===== src/rtl/dump_pkg.sv =====
// Shared constants and FSM state type for the end-of-program register dump.
package dump_pkg;

   localparam int unsigned DUMP_NUM_REGS = 8;
   localparam int unsigned DUMP_DATA_W   = 8;

   typedef enum logic [1:0] {
      IDLE = 2'd0,
      READ = 2'd1,
      SEND = 2'd2,
      FIN  = 2'd3
   } dump_state_e;

endpackage


===== src/rtl/reg_dump.sv =====
// Walks the register file once after halt and streams (addr, data) beats out
// on a valid/ready port, raising done once the last beat has been accepted.
module reg_dump
   import dump_pkg::*;
#(
   parameter int unsigned NUM_REGS = DUMP_NUM_REGS,
   parameter int unsigned DATA_W   = DUMP_DATA_W,
   parameter int unsigned ADDR_W   = $clog2(NUM_REGS)
) (
   input  logic              clk,
   input  logic              reset,
   input  logic              halt,
   output logic [ADDR_W-1:0] rf_raddr,
   input  logic [DATA_W-1:0] rf_rdata,
   output logic              dump_valid,
   input  logic              dump_ready,
   output logic [ADDR_W-1:0] dump_addr,
   output logic [DATA_W-1:0] dump_data,
   output logic              busy,
   output logic              done
);

   localparam logic [ADDR_W-1:0] LAST_IDX = ADDR_W'(NUM_REGS - 1);

   dump_state_e       state_q, state_d;
   logic [ADDR_W-1:0] idx_q, idx_d;
   logic              capture;

   always_ff @(posedge clk or negedge reset) begin
      if (!reset) begin
         state_q   <= IDLE;
         idx_q     <= '0;
         dump_addr <= '0;
         dump_data <= '0;
         done      <= 1'b0;
      end else begin
         state_q <= state_d;
         idx_q   <= idx_d;
         // done is a flop that tracks the FIN state one-for-one
         done    <= (state_d == FIN);
         if (capture) begin
            dump_addr <= idx_q;
            dump_data <= rf_rdata;
         end
      end
   end

   always_comb begin
      state_d = state_q;
      idx_d   = idx_q;
      capture = 1'b0;
      case (state_q)
         IDLE: begin
            if (halt) begin
               state_d = READ;
               idx_d   = '0;
            end
         end
         READ: begin
            capture = 1'b1;
            state_d = SEND;
         end
         SEND: begin
            if (dump_ready) begin
               if (idx_q == LAST_IDX) begin
                  state_d = FIN;
               end else begin
                  idx_d   = idx_q + 1'b1;
                  state_d = READ;
               end
            end
         end
         FIN: begin
            // idx returns to 0 so the read port idles at entry 0
            if (!halt) begin
               state_d = IDLE;
               idx_d   = '0;
            end
         end
         default: begin
            state_d = IDLE;
            idx_d   = '0;
         end
      endcase
   end

   assign rf_raddr   = idx_q;
   assign dump_valid = (state_q == SEND);
   assign busy       = (state_q == READ) || (state_q == SEND);

endmodule


===== config.mk =====
export PLATFORM = sky130hd
export DESIGN_NAME = reg_dump
export DESIGN_NICKNAME = d
export VERILOG_FILES = /design/src/rtl/dump_pkg.sv /design/src/rtl/reg_dump.sv
export SDC_FILE = /design/constraint.sdc
export NUM_CORES = 1
export LEC_CHECK = 0
export BUFFER_PORTS_ARGS = -buffer_cell sky130_fd_sc_hd__buf_2
export CORE_ASPECT_RATIO = 1.25
export CORE_MARGIN = 2
export CORE_UTILIZATION = 50
export DETAILED_ROUTE_END_ITERATION = 10
export PLACE_DENSITY = 0.8
export SLEW_MARGIN = 5
export SYNTH_ARGS = -nofsm -noshare
export SYNTH_HDL_FRONTEND = slang
export SYNTH_SLANG_ARGS = --single-unit

===== constraint.sdc =====
create_clock -name clk -period 2.8 [get_ports clk]
set_clock_uncertainty 0.1 [all_clocks]
set_input_delay 0.56 -clock clk [delete_from_list [all_inputs] [get_ports clk]]
set_output_delay 0.56 -clock clk [all_outputs]
set_load 0.05 [all_outputs]

==> impl_results.md <==
* Status: finished, final reports clean
* Boundary pin count at 29
* Final ANT Viol Nets at 0
* Count of warnings emitted by yosys at 0
* Post-layout util at 64.2%
* Global-route wire length before repair at 2580 um
* Maximum number of pins on one net before global-route repair at 18
* Max Transition Viols Final at 0
* Synth area leaders: sky130_fd_sc_hd__dfrtp_1 52%, sky130_fd_sc_hd__mux2_2 16%, sky130_fd_sc_hd__ha_1 9.1%
* Clock-pin transition on the worst setup and hold timing paths at 0.10 ns
* Final period util at 75.3%
* Time the final worst path needs with I/O delays and setup at 2.11 ns
* Root buf cell: sky130_fd_sc_hd__clkbuf_4
* Path class of the lowest-slack min-delay path: input port to async pin
* Die area at 1990 sq um
* Worst setup path start: state_q[0]
* Std cell rows at 16
* Share of Yosys cell area claimed by the top area cell type at 51.5%
* Via count at 603
* Largest fanout on the critical path at 9
* Remaining Overflow, GRT at 0
* Net count after synthesis at 83
* Count of endpoints failing setup in the final report at 0
* Clock insertion delay at the later pin of the skew report at 0.28 ns
* Area of the placeable core at 1560 sq um
* Cells after DPL at 108
* Crit path DAT at 1.45 ns
* Final net count at 113
* Average vias per placed instance at 5.38
* Finished Layout Cells at 112
* Aggregate routed wire length at 1490 um
* Headroom to the max-slew limit at 58.5%
* Number of failing hold endpoints at the final stage at 0
* Transition time at the pin with the least slew margin at 0.623 ns
* Maximum operating frequency at 0.474 GHz
* Worst setup slack after placement at 1.00 ns
* Number of buffers inserted to repair setup after CTS at 0
* Via count of the first global-routing pass at 614
* GRT Overall Usage at 18.2%
* Die X-Extent at 40.4 um
* Count of H-tree levels built during CTS at 1
* Mapped Area at 826 sq um
* Multi-input combinational cell area at 379 sq um
* Initial core utilization at 52.9%
* Fraction of layout cells with a size suffix above 1 at 51.1%
* RSZ-0062 raised after global routing: no
* Cells after synthesis at 65
* R2R setup slack at 1.02 ns
* Wire per inst at 13.3 um
* DPL Wire Length at 1160 um
* Clock tree from TritonCTS: yes
* Cell taking the most area after synthesis: sky130_fd_sc_hd__dfrtp_1
* Fill cells at 127
* Path depth of the worst reg2reg path at 5
* Weighted congestion reported at the end of routability-driven placement at 0.654
* Post-synthesis sequential area ratio at 51.5%
* Crit path to: dump_valid
* First DRT Iteration DRCs at 3
* Most common cell after layout, fill and taps aside: sky130_fd_sc_hd__buf_2
* Layout overhead on the synthesized area at 21.4%
* Number of synthesized register bits at 17
* Startpoint of the worst register-to-register path: state_q[1]
* Number of antenna violations at the first check in global routing at 0
* WS Path Type: flop to primary output
* Capturing element type of the critical path: primary output
* Die H at 49.4 um
* Register area at 425 sq um
* Critical R2R Capture: done
* # diodes at 0
* Top library cells by usage in the layout, fill and taps aside: 28 x sky130_fd_sc_hd__buf_2, 17 x sky130_fd_sc_hd__dfrtp_1, 12 x sky130_fd_sc_hd__mux2_2, 6 x sky130_fd_sc_hd__ha_1, 5 x sky130_fd_sc_hd__o21ai_0
* Post-cts hold buffer count at 0
* Sum Neg Setup Slack at 0 ns
* # DRC at 0
* Netlist cell types at 20
* TritonRoute pass-1 iters at 2
* Number of sinks driven by the clock tree at 17
* Maxcap violations at 0
* Cts bufs inserted at 3
* Resized cells post-CTS at 0
* Max Buffers Root-to-Sink at 2
* Req. time, crit path at 2.14 ns
* Mean instance size in the synthesized netlist at 12.7 sq um
* Final critical-path setup slack at 0.690 ns
* IO Port Bufs at 28
* Crit path launch type: flop
==> metal layers <==
metal  vias to the layer above  part of all wire (%)  global-route usage [%]
li1                        292                     -                       -
met1                       294                    41                    22.6
met2                        15                    54                    30.7
met3                         2                   4.4                    1.83
met4                         0                  0.54                    6.67
met5                         -                     0                       0
==> critical path, cell delays in order (launching register included) <==
cell and delay [ns]:
sky130_fd_sc_hd__dfrtp_1 0.45, sky130_fd_sc_hd__inv_1 0.10, sky130_fd_sc_hd__ha_1 0.31, sky130_fd_sc_hd__buf_2 0.32
==> synth_stat cells <==
cell type,count
sky130_fd_sc_hd__o221ai_2,1
sky130_fd_sc_hd__ha_1,6
sky130_fd_sc_hd__nand2_1,3
sky130_fd_sc_hd__mux2_2,12
sky130_fd_sc_hd__inv_1,2
sky130_fd_sc_hd__o21a_1,1
sky130_fd_sc_hd__or2_4,1
sky130_fd_sc_hd__clkbuf_1,1
sky130_fd_sc_hd__a311o_2,1
sky130_fd_sc_hd__nor2_1,1
sky130_fd_sc_hd__dfrtp_1,17
sky130_fd_sc_hd__nand3b_1,1
sky130_fd_sc_hd__nor2b_1,2
sky130_fd_sc_hd__buf_2,2
sky130_fd_sc_hd__o221ai_1,2
sky130_fd_sc_hd__nand3_1,4
sky130_fd_sc_hd__a21oi_1,1
sky130_fd_sc_hd__mux2_4,1
sky130_fd_sc_hd__o21ai_0,5
sky130_fd_sc_hd__a311oi_1,1
==> stage by stage <==
| step | cell area, sq um | hold WS [ns] |
|---|---|---|
| 2_1_floorplan | 826 | 0.164 |
| 3_3_place_gp | 975 | 0.384 |
| 3_5_place_dp | 975 | 0.392 |
| 4_1_cts | 1000 | 0.0781 |
| 5_1_grt | 1000 | 0.0865 |
| 6_report | 1000 | 0.0715 |
==> flip-flops by register name, indices dropped and copies added (netlist names) <==
signal	cells
done	1
dump_data	8
rf_raddr	3
state_q	2
dump_addr	3
==> kinds of logic (layout without fill, tap and decap cells) <==
group           count (synthesis)  count (layout)  synth area share [%]
fa+ha+maj                       6               6                  9.09
mux                            13              13                  18.2
compound gates                 12              12                  10.9
simple gates                   12              12                  7.73
buf+inv                         5              34                  2.58
flops                          17              17                  51.5
==> how the worst min path moves through the flow <==
stage | slack [ns] | endpoint
2_1_floorplan | 0.16 | done
3_3_place_gp | 0.38 | dump_addr[0]
3_5_place_dp | 0.39 | dump_data[6]
4_1_cts | 0.08 | dump_data[5]
5_1_grt | 0.09 | dump_data[2]
6_report | 0.07 | dump_data[5]
==> cell type report <==
| cell class | instances | area share (%) |
|---|---|---|
| sequential | 17 | 42.4 |
| multi-input combinational | 43 | 37.8 |
| timing repair buffer | 28 | 14.0 |
| clock buffer | 3 | 2.25 |
| tap | 18 | 2.25 |
| inverter | 2 | 0.749 |
| clock inverter | 1 | 0.499 |
Power is left out: the tool's default activity adds up to more than one toggle a clock period on the data nets, which glitch-free logic cannot reach.
